--- config.mk ---
export PLATFORM = sky130hd
export DESIGN_NAME = rgb_pixel_sched
export DESIGN_NICKNAME = d
export VERILOG_FILES = /design/src/rtl/rgb_pkg.sv /design/src/rtl/pix_fifo.sv /design/src/rtl/rgb_pixel_sched.sv
export SDC_FILE = /design/constraint.sdc
export NUM_CORES = 1
export LEC_CHECK = 0
export ABC_CLOCK_PERIOD_IN_PS = 6300
export CORE_MARGIN = 10
export CORE_UTILIZATION = 55
export CTS_CLUSTER_SIZE = 16
export DETAILED_ROUTE_END_ITERATION = 8
export GPL_TIMING_DRIVEN = 1
export PLACE_DENSITY = 0.75
export REMOVE_ABC_BUFFERS = 1
export SLEW_MARGIN = 10
export SYNTH_ARGS = -nofsm -noshare
export SYNTH_HDL_FRONTEND = slang
export SYNTH_SLANG_ARGS = --single-unit
--- constraint.sdc ---
create_clock -name clk -period 6.3 [get_ports clk]
set_input_delay 0.63 -clock clk [delete_from_list [all_inputs] [get_ports clk]]
set_output_delay 0.63 -clock clk [all_outputs]
set_load 0.05 [all_outputs]
--- src/rtl/rgb_pkg.sv ---
// Shared constants and state type for the WS2812b pixel scheduler.
package rgb_pkg;

   localparam int BITS_PER_PIXEL = 24;
   localparam int PIXEL_W        = 24;

   // Byte lanes of the GRB word as it arrives on the wire, MSB first.
   localparam int G_MSB = 23;
   localparam int R_MSB = 15;
   localparam int B_MSB = 7;

   typedef enum logic [1:0] {
      SYNC,
      RECV,
      DROP
   } state_t;

   function automatic logic [PIXEL_W-1:0] grb_to_rgb(input logic [PIXEL_W-1:0] w);
      return {w[R_MSB -: 8], w[G_MSB -: 8], w[B_MSB -: 8]};
   endfunction

endpackage

--- src/rtl/pix_fifo.sv ---
// Show-ahead pixel FIFO: the head entry is always presented on dout from the storage flops.
module pix_fifo #(
   parameter int WIDTH = 30,
   parameter int DEPTH = 4
) (
   input  logic             clk,
   input  logic             rst,
   input  logic             push,
   input  logic [WIDTH-1:0] din,
   output logic             full,
   input  logic             pop,
   output logic             empty,
   output logic [WIDTH-1:0] dout
);

   localparam int AW = $clog2(DEPTH);

   logic [AW:0]      wr_ptr_q, wr_ptr_d;
   logic [AW:0]      rd_ptr_q, rd_ptr_d;
   logic [WIDTH-1:0] mem_q [DEPTH];
   logic [WIDTH-1:0] mem_d [DEPTH];
   logic             do_push;
   logic             do_pop;

   assign empty = (wr_ptr_q == rd_ptr_q);
   assign full  = ((wr_ptr_q ^ rd_ptr_q) == {1'b1, {AW{1'b0}}});
   assign dout  = mem_q[rd_ptr_q[AW-1:0]];

   // A push into a full FIFO is still taken when the head leaves in the same cycle.
   always_comb begin
      do_pop   = pop & ~empty;
      do_push  = push & (~full | do_pop);
      wr_ptr_d = wr_ptr_q + (AW+1)'(do_push);
      rd_ptr_d = rd_ptr_q + (AW+1)'(do_pop);
      mem_d    = mem_q;
      if (do_push) begin
         mem_d[wr_ptr_q[AW-1:0]] = din;
      end
   end

   always_ff @(posedge clk or posedge rst) begin
      if (rst) begin
         wr_ptr_q <= '0;
         rd_ptr_q <= '0;
         for (int i = 0; i < DEPTH; i++) begin
            mem_q[i] <= '0;
         end
      end else begin
         wr_ptr_q <= wr_ptr_d;
         rd_ptr_q <= rd_ptr_d;
         mem_q    <= mem_d;
      end
   end

endmodule

--- src/rtl/rgb_pixel_sched.sv ---
// Frame-level controller: assembles decoded GRB bits into numbered RGB pixels and queues them downstream.
//
// state | meaning
// SYNC  | waiting for first stream reset; data bits discarded
// RECV  | assembling pixels and pushing them into the FIFO
// DROP  | frame already has NUM_LEDS pixels; bits only counted
module rgb_pixel_sched
   import rgb_pkg::*;
#(
   parameter  int NUM_LEDS   = 64,
   parameter  int FIFO_DEPTH = 4,
   localparam int IDX_W      = $clog2(NUM_LEDS)
) (
   input  logic               clk,
   input  logic               rst,
   input  logic               bit_val,
   input  logic               bit_strobe,
   input  logic               bit_reset,
   output logic               pix_valid,
   input  logic               pix_ready,
   output logic [PIXEL_W-1:0] pix_rgb,
   output logic [IDX_W-1:0]   pix_idx,
   output logic               frame_done,
   output logic [IDX_W:0]     frame_len,
   output logic               frame_partial,
   output logic               overflow,
   input  logic               clr_overflow,
   output logic               synced
);

   localparam int             ENTRY_W  = PIXEL_W + IDX_W;
   localparam logic [IDX_W:0] LED_MAX  = (IDX_W+1)'(NUM_LEDS);
   localparam logic [4:0]     LAST_BIT = 5'(BITS_PER_PIXEL - 1);

   state_t               state_q, state_d;
   logic [PIXEL_W-2:0]   sh_q, sh_d;
   logic [4:0]           bitcnt_q, bitcnt_d;
   logic [IDX_W:0]       px_cnt_q, px_cnt_d;
   logic                 frame_done_q, frame_done_d;
   logic [IDX_W:0]       frame_len_q, frame_len_d;
   logic                 frame_partial_q, frame_partial_d;
   logic                 overflow_q, overflow_d;

   logic                 rst_ev;
   logic                 data_ev;
   logic                 last_bit;
   logic [PIXEL_W-1:0]   word_nx;
   logic [IDX_W:0]       px_inc;
   logic                 push_req;
   logic                 fifo_full;
   logic                 fifo_empty;
   logic [ENTRY_W-1:0]   fifo_din;
   logic [ENTRY_W-1:0]   fifo_dout;

   assign rst_ev   = bit_strobe & bit_reset;
   assign data_ev  = bit_strobe & ~bit_reset;
   assign last_bit = (bitcnt_q == LAST_BIT);
   assign word_nx  = {sh_q, bit_val};
   assign px_inc   = px_cnt_q + (IDX_W+1)'(1);
   assign fifo_din = {grb_to_rgb(word_nx), px_cnt_q[IDX_W-1:0]};

   always_comb begin
      state_d         = state_q;
      sh_d            = sh_q;
      bitcnt_d        = bitcnt_q;
      px_cnt_d        = px_cnt_q;
      frame_done_d    = 1'b0;
      frame_len_d     = frame_len_q;
      frame_partial_d = frame_partial_q;
      push_req        = 1'b0;
      case (state_q)
         SYNC: begin
            if (rst_ev) begin
               state_d  = RECV;
               bitcnt_d = '0;
               px_cnt_d = '0;
            end
         end
         RECV, DROP: begin
            if (rst_ev) begin
               frame_done_d    = 1'b1;
               frame_len_d     = px_cnt_q;
               frame_partial_d = (bitcnt_q != 5'd0);
               px_cnt_d        = '0;
               bitcnt_d        = '0;
               state_d         = RECV;
            end else if (data_ev) begin
               bitcnt_d = last_bit ? 5'd0 : bitcnt_q + 5'd1;
               if (state_q == RECV) begin
                  sh_d = word_nx[PIXEL_W-2:0];
                  if (last_bit) begin
                     push_req = 1'b1;
                     px_cnt_d = px_inc;
                     if (px_inc == LED_MAX) begin
                        state_d = DROP;
                     end
                  end
               end
            end
         end
         default: state_d = SYNC;
      endcase

      // A full FIFO only accepts the push when the head is popped in the same cycle.
      overflow_d = overflow_q;
      if (clr_overflow) begin
         overflow_d = 1'b0;
      end
      if (push_req & fifo_full & ~pix_ready) begin
         overflow_d = 1'b1;
      end
   end

   always_ff @(posedge clk or posedge rst) begin
      if (rst) begin
         state_q         <= SYNC;
         sh_q            <= '0;
         bitcnt_q        <= '0;
         px_cnt_q        <= '0;
         frame_done_q    <= 1'b0;
         frame_len_q     <= '0;
         frame_partial_q <= 1'b0;
         overflow_q      <= 1'b0;
      end else begin
         state_q         <= state_d;
         sh_q            <= sh_d;
         bitcnt_q        <= bitcnt_d;
         px_cnt_q        <= px_cnt_d;
         frame_done_q    <= frame_done_d;
         frame_len_q     <= frame_len_d;
         frame_partial_q <= frame_partial_d;
         overflow_q      <= overflow_d;
      end
   end

   pix_fifo #(
      .WIDTH (ENTRY_W),
      .DEPTH (FIFO_DEPTH)
   ) u_fifo (
      .clk   (clk),
      .rst   (rst),
      .push  (push_req),
      .din   (fifo_din),
      .full  (fifo_full),
      .pop   (pix_ready),
      .empty (fifo_empty),
      .dout  (fifo_dout)
   );

   assign pix_valid     = ~fifo_empty;
   assign pix_rgb       = fifo_dout[ENTRY_W-1 -: PIXEL_W];
   assign pix_idx       = fifo_dout[IDX_W-1:0];
   assign frame_done    = frame_done_q;
   assign frame_len     = frame_len_q;
   assign frame_partial = frame_partial_q;
   assign overflow      = overflow_q;
   assign synced        = (state_q != SYNC);

endmodule

==> results of run 1 <==
-- critical path, delay by kind of cell --
kind,cells,cell delay (ns)
simple gates,4,1.90
buf+inv,2,0.99
mux,1,0.38
-- flip-flops by register name, summed over array words and instances, names as in the netlist, 2 cells and up --
| signal | count |
|---|---|
| sh_q | 23 |
| frame_len | 7 |
| state_q | 2 |
| px_cnt_q | 7 |
| u_fifo.rd_ptr_q | 3 |
| u_fifo.wr_ptr_q | 3 |
| u_fifo.mem_q | 120 |
| bitcnt_q | 5 |
-- cell families after synthesis --
group	after synthesis	share of synthesized area (%)
compound gates	32	2.60
fa+ha+maj	10	1.66
simple gates	54	3.96
mux	180	31.3
flops	173	57.4
xor+xnor	7	0.812
buf+inv	38	2.29
-- power by group through the flow --
stage | Combinational (mW) | Sequential [mW] | Clock (mW)
2_1_floorplan | 0.224 | 1.26 | 0
3_3_place_gp | 0.338 | 1.25 | 0
3_5_place_dp | 0.355 | 1.25 | 0
4_1_cts | 0.359 | 1.23 | 1.09
5_1_grt | 0.393 | 1.24 | 1.13
6_report | 0.353 | 1.23 | 1.07
-- how the worst max path moves through the flow --
| stage | start | to | cells after the start |
|---|---|---|---|
| final | bit_strobe | u_fifo.mem_q[71]$_DFFE_PP0P_ | 7 |
| after global routing | bit_strobe | u_fifo.mem_q[71]$_DFFE_PP0P_ | 7 |
| after CTS | bit_strobe | u_fifo.mem_q[71]$_DFFE_PP0P_ | 7 |
| after detailed placement | bit_strobe | u_fifo.mem_q[71]$_DFFE_PP0P_ | 7 |
| after global placement | bit_strobe | u_fifo.mem_q[70]$_DFFE_PP0P_ | 7 |
| after floorplan | rst | bitcnt_q[0]$_DFFE_PP0P_ | 1 |
-- Yosys cell counts (4+ instances only) --
master    count  area, um2
nand3_1       9       45.0
buf_4         6       45.0
mux2_2      108       1220
o31ai_1       4       30.0
clkbuf_1     12       45.0
buf_2         6       30.0
mux4_2       30        676
o21ai_0      16       80.1
ha_1         10        125
dfrtp_1     173       4330
mux2_1       42        473
inv_1        10       37.5
xor2_1        4       35.0
nor2_1        8       30.0
nand2_1      19       71.3
-- cell type report --
cell class	instances	area, um2	area share (%)
clock buffer	27	543	6.16
clock inverter	5	75.1	0.852
inverter	11	46.3	0.525
multi-input combinational	283	3070	34.8
sequential	173	4330	49.1
tap	176	220	2.50
timing repair buffer	55	533	6.05
-- metal layers --
metal	track usage [%]	part of all wire, %
met1	20.3	43
met2	27.1	52
met3	4.18	3.7
met4	5.62	1.3
met5	0	0
==> impl_results.md, run 1 <==
* DRT Pass-1 Iters at 5
* Filler cell count at 941
* R2R Path End: u_fifo.mem_q[71]$_DFFE_PP0P_
* Remaining Overflow, GRT at 0
* Fmax at 0.277 GHz
* Setup TNS at 0 ns
* Mapped Avg Cell Area at 15.3 um2
* Initial DRC Count at 231
* Warnings, synthesis at 0
* Starting density of the core at 56.6%
* Root buf cell: clkbuf_16
* Number of diodes at 0
* Part of the power in combinational logic at 13.3%
* Die Y at 137 um
* Post-placement worst setup slack at 2.24 ns
* Global Route Usage Sum at 16.3%
* Min Hold Slack at 0.483 ns
* P_int at 1.96 mW
* Area grow syn2layout at 16.8%
* CTS max path bufs at 2
* Sequential Power Share at 46.4%
* Mapped Cells at 494
* First-pass GRT wire length at 24000 um
* Placed cell count at 698
* Design Power at 2.66 mW
* Total Nets Final at 558
* DRT Wirelength at 14300 um
* Final non-filler cell total at 730
* Most frequent cells in the layout: 172 x dfrtp_1, 108 x mux2_2, 48 x clkdlybuf4s50_1, 42 x mux2_1, 30 x mux4_2
* R2R Setup Slk at 2.80 ns
* Final RePlAce weighted congestion at 0.759
* NetSw at 697 uW
* Port bufs at 48
* Worst Path Required at 6.59 ns
* Final core occ at 66.0%
* Post-route setup slack at 2.69 ns
* Yosys reg bits at 173
* Commonest non-fill, non-tap cell in the layout: dfrtp_1
* Clock power frac at 40.3%
* Residual DRC at 0
* Fin. Hold Viols at 0
* Setup Skew at 0.0102 ns
* Power per cell area at 302 nW/um2
* Fin. max-slew vios at 0
* Fin crit period at 3.61 ns
* Worst slew margin at 31.3%
* Placed instance area at 8200 um2
* Tcrit/Tclk final at 57.3%
* Number of flops mapped to enable cells by yosys at 0
* Hold-fix buffers at CTS at 0
* Cell Area, Synth at 7550 um2
* Slowest cell on the critical path: nor3b_4
* Synth async-reset ratio at 100%
* # setup viols final at 0
* # rows at 42
* Main synth FF type: dfrtp_1
* Register-to-Register Path Depth at 8
* Cells on Worst Hold Path at 1
* Hold Crit Endpoint: u_fifo.mem_q[34]$_DFFE_PP0P_
* Worst vdd rail ir drop at 210 uV
* Vias per cell at 5.78
* Number of gates resized after CTS at 0
* Skew-Pair Late Insertion Delay at 0.42 ns
* Initial antenna violation count at 0
* Die ar. at 18800 um2
* Slew @ Worst Pin at 1.03 ns
* Core ar. at 13300 um2
* CP Class: primary input to register
* H-tree depth at 4
* Min-Delay Path Class: register to register
* Post-CTS setup buffer count at 0
* Final instance area at 8810 um2
* Post-detail-place hpwl at 8810 um
* Nature of the critical path endpoint: register
* Die Wd at 137 um
* Layout cells sized above 1 at 33.6%
* Seq/Total Area, Yosys at 57.4%
* Lkg Pwr at 4.26 nW
* Synth unique cells at 41
* Status: completed
* Clk slew on worst S/H paths at 0.06 ns
* Antenna viol nets, final at 0
* Critical Path AT at 3.91 ns
* WL/cell at 19.6 um
* Vias at 4220
* Hold Crit Start: u_fifo.mem_q[34]$_DFFE_PP0P_
* Number of global-route vias before repair at 4535
* Worst setup SP type: primary input
* Maximum fanout along the worst path at 24
* RSZ-0062 raised after global routing: false
* Largest net degree at the start of global routing at 118
* Worst-path cell chain: clkdlybuf4s50_1 > nand3b_4 > or3_1 > or2_4 > nor3b_4 > buf_4 > mux2_2
* Io pins at 49
* CTS buffer count at 17
* Reg2reg start: state_q[1]$_DFFE_PP0P_
* CP peak stage delay at 0.77 ns
* Max_cap viols at 0
* Sw Share at 26.2%
* Sink Count at 173
* CTS tree: yes
Power figures use the tool's default switching activity.
==> run 2, diff against run 1 <==
Settings changed: ABC_CLOCK_PERIOD_IN_PS 6300 to 3600.
Clock period 6.3 ns to 3.6 ns, I/O delays scaled along.
==> run 2 against run 1 <==
Against the previous run:
- non-clock buffer count up 6
- count of clock-buffer cells in the layout down 3
- highest routed layer unchanged
- critical path type is now register to primary output
- worst setup slack worse by 2.2 ns
- first-iteration DRC count down 22%
==> impl_results.md, run 2 (same netlist as run 1, synthesis figures left out) <==
* Status: completed
* Vias per cell at 5.77
* Core ar. at 13300 um2
* Port bufs at 48
* Final core occ at 65.9%
* Number of diodes at 0
* H-tree depth at 4
* Min-Delay Path Class: primary input to async pin
* Routed met2 length at 7220 um
* Fin. Hold Viols at 0
* WL/cell at 19.3 um
* Clk slew on worst S/H paths at 0.06 ns
* Fin. max-slew vios at 0
* Post-CTS setup buffer count at 0
* Placed instance area at 8280 um2
* CTS tree: yes
* Io pins at 49
* Max reg flops at 120
* Tcrit/Tclk final at 87.7%
* Die Wd at 137 um
* Antenna viol nets, final at 0
* CTS max path bufs at 2
* Routed wl met3 at 523 um
* First-pass GRT wire length at 23800 um
* Initial antenna violation count at 0
* Die Y at 137 um
* Final instance area at 8800 um2
* Layout cells sized above 1 at 33.8%
* Setup Skew at 0.00709 ns
* Global Route Usage Sum at 16.3%
* RSZ-0062 raised after global routing: false
* Most frequent cells in the layout: 172 x dfrtp_1, 108 x mux2_2, 48 x clkdlybuf4s50_1, 42 x mux2_1, 30 x mux4_2
* Register-to-Register Path Depth at 7
* Critical Path AT at 2.80 ns
* Number of global-route vias before repair at 4547
* Post-detail-place hpwl at 9050 um
* Worst Path Required at 3.24 ns
* Max_cap viols at 0
* # rows at 42
* CTS buffer count at 17
* Min Hold Slack at 0.439 ns
* Lkg Pwr at 4.25 nW
* Final non-filler cell total at 735
* Fmax at 0.317 GHz
* Worst setup SP type: register
* Final RePlAce weighted congestion at 0.822
* Number of gates resized after CTS at 0
* Starting density of the core at 56.6%
* Placed cell count at 704
* Die ar. at 18800 um2
* Initial DRC Count at 180
* Fin crit period at 3.16 ns
* Filler cell count at 977
* Area grow syn2layout at 16.6%
* Root buf cell: clkbuf_16
* Met1 Wirelength at 6250 um
* DRT Pass-1 Iters at 6
* Top Layer Used: met4
* Residual DRC at 0
* Commonest non-fill, non-tap cell in the layout: dfrtp_1
* Skew-Pair Late Insertion Delay at 0.41 ns
* Remaining Overflow, GRT at 0
* Maximum fanout along the worst path at 20
* Worst slew margin at 49.0%
* Largest regs: u_fifo.mem_q (120), sh_q (23)
* Vias at 4242
* Largest net degree at the start of global routing at 79
* Setup TNS at 0 ns
* DRT Wirelength at 14200 um
* Sink Count at 173
* Power per cell area at 502 nW/um2
* # setup viols final at 0
* CP Class: register to primary output
* Biggest register: u_fifo.mem_q
* Slew @ Worst Pin at 0.765 ns
* Nature of the critical path endpoint: primary output
* Worst vdd rail ir drop at 360 uV
* Total Nets Final at 564
* Hold-fix buffers at CTS at 0
-- run 2: worst max-delay path: stages, from the launching register on --
cell and delay, ns:
dfrtp_2 0.86, buf_4 0.29, mux4_2 0.51, clkdlybuf4s50_1 0.72
-- run 2: power by group --
group          switching, mW  leakage [nW]  internal (mW)
clock network          0.692         0.256          0.927
registers              0.118          2.40           2.04
logic                  0.399          1.59          0.241
total                   1.21          4.25           3.21
-- run 2: through the flow --
step,power [mW],worst slack (ns)
after floorplan,2.61,-1.45
after global placement,2.79,0.747
after detailed placement,2.83,0.681
after CTS,4.46,0.372
after global routing,4.63,0.290
final,4.41,0.443
-- run 2: area by class of cell --
cell class / instances / area, um2 / area share [%]
Clock buffer: 24 / 482 / 5.47
Clock inverter: 7 / 40.0 / 0.455
Inverter: 11 / 46.3 / 0.526
Multi-Input combinational cell: 283 / 3070 / 34.8
Sequential cell: 173 / 4330 / 49.2
Tap cell: 176 / 220 / 2.50
Timing Repair Buffer: 61 / 616 / 7.00
-- run 2: metal layers --
| metal | GRT usage, % | vias to the layer above |
|---|---|---|
| met4 | 5.44 | 0 |
| met5 | 0 | - |
| li1 | - | 1903 |
| met2 | 26.6 | 69 |
| met1 | 20.7 | 2256 |
| met3 | 4.25 | 14 |
-- run 2: path summary, 6_finish.rpt --
path	from	slack, ns	endpoint
setup / recovery	u_fifo.rd_ptr_q[0]$_DFF_PP0_	0.44	pix_rgb[9]
setup reg to reg	bitcnt_q[0]$_DFFE_PP0P_	0.81	u_fifo.mem_q[41]$_DFFE_PP0P_
hold / removal	rst	0.44	bitcnt_q[3]$_DFFE_PP0P_
hold reg to reg	u_fifo.mem_q[30]$_DFFE_PP0P_	0.48	u_fifo.mem_q[30]$_DFFE_PP0P_
min in group clk	u_fifo.mem_q[30]$_DFFE_PP0P_	0.48	u_fifo.mem_q[30]$_DFFE_PP0P_
max in group asynchronous	rst	2.36	u_fifo.mem_q[70]$_DFFE_PP0P_
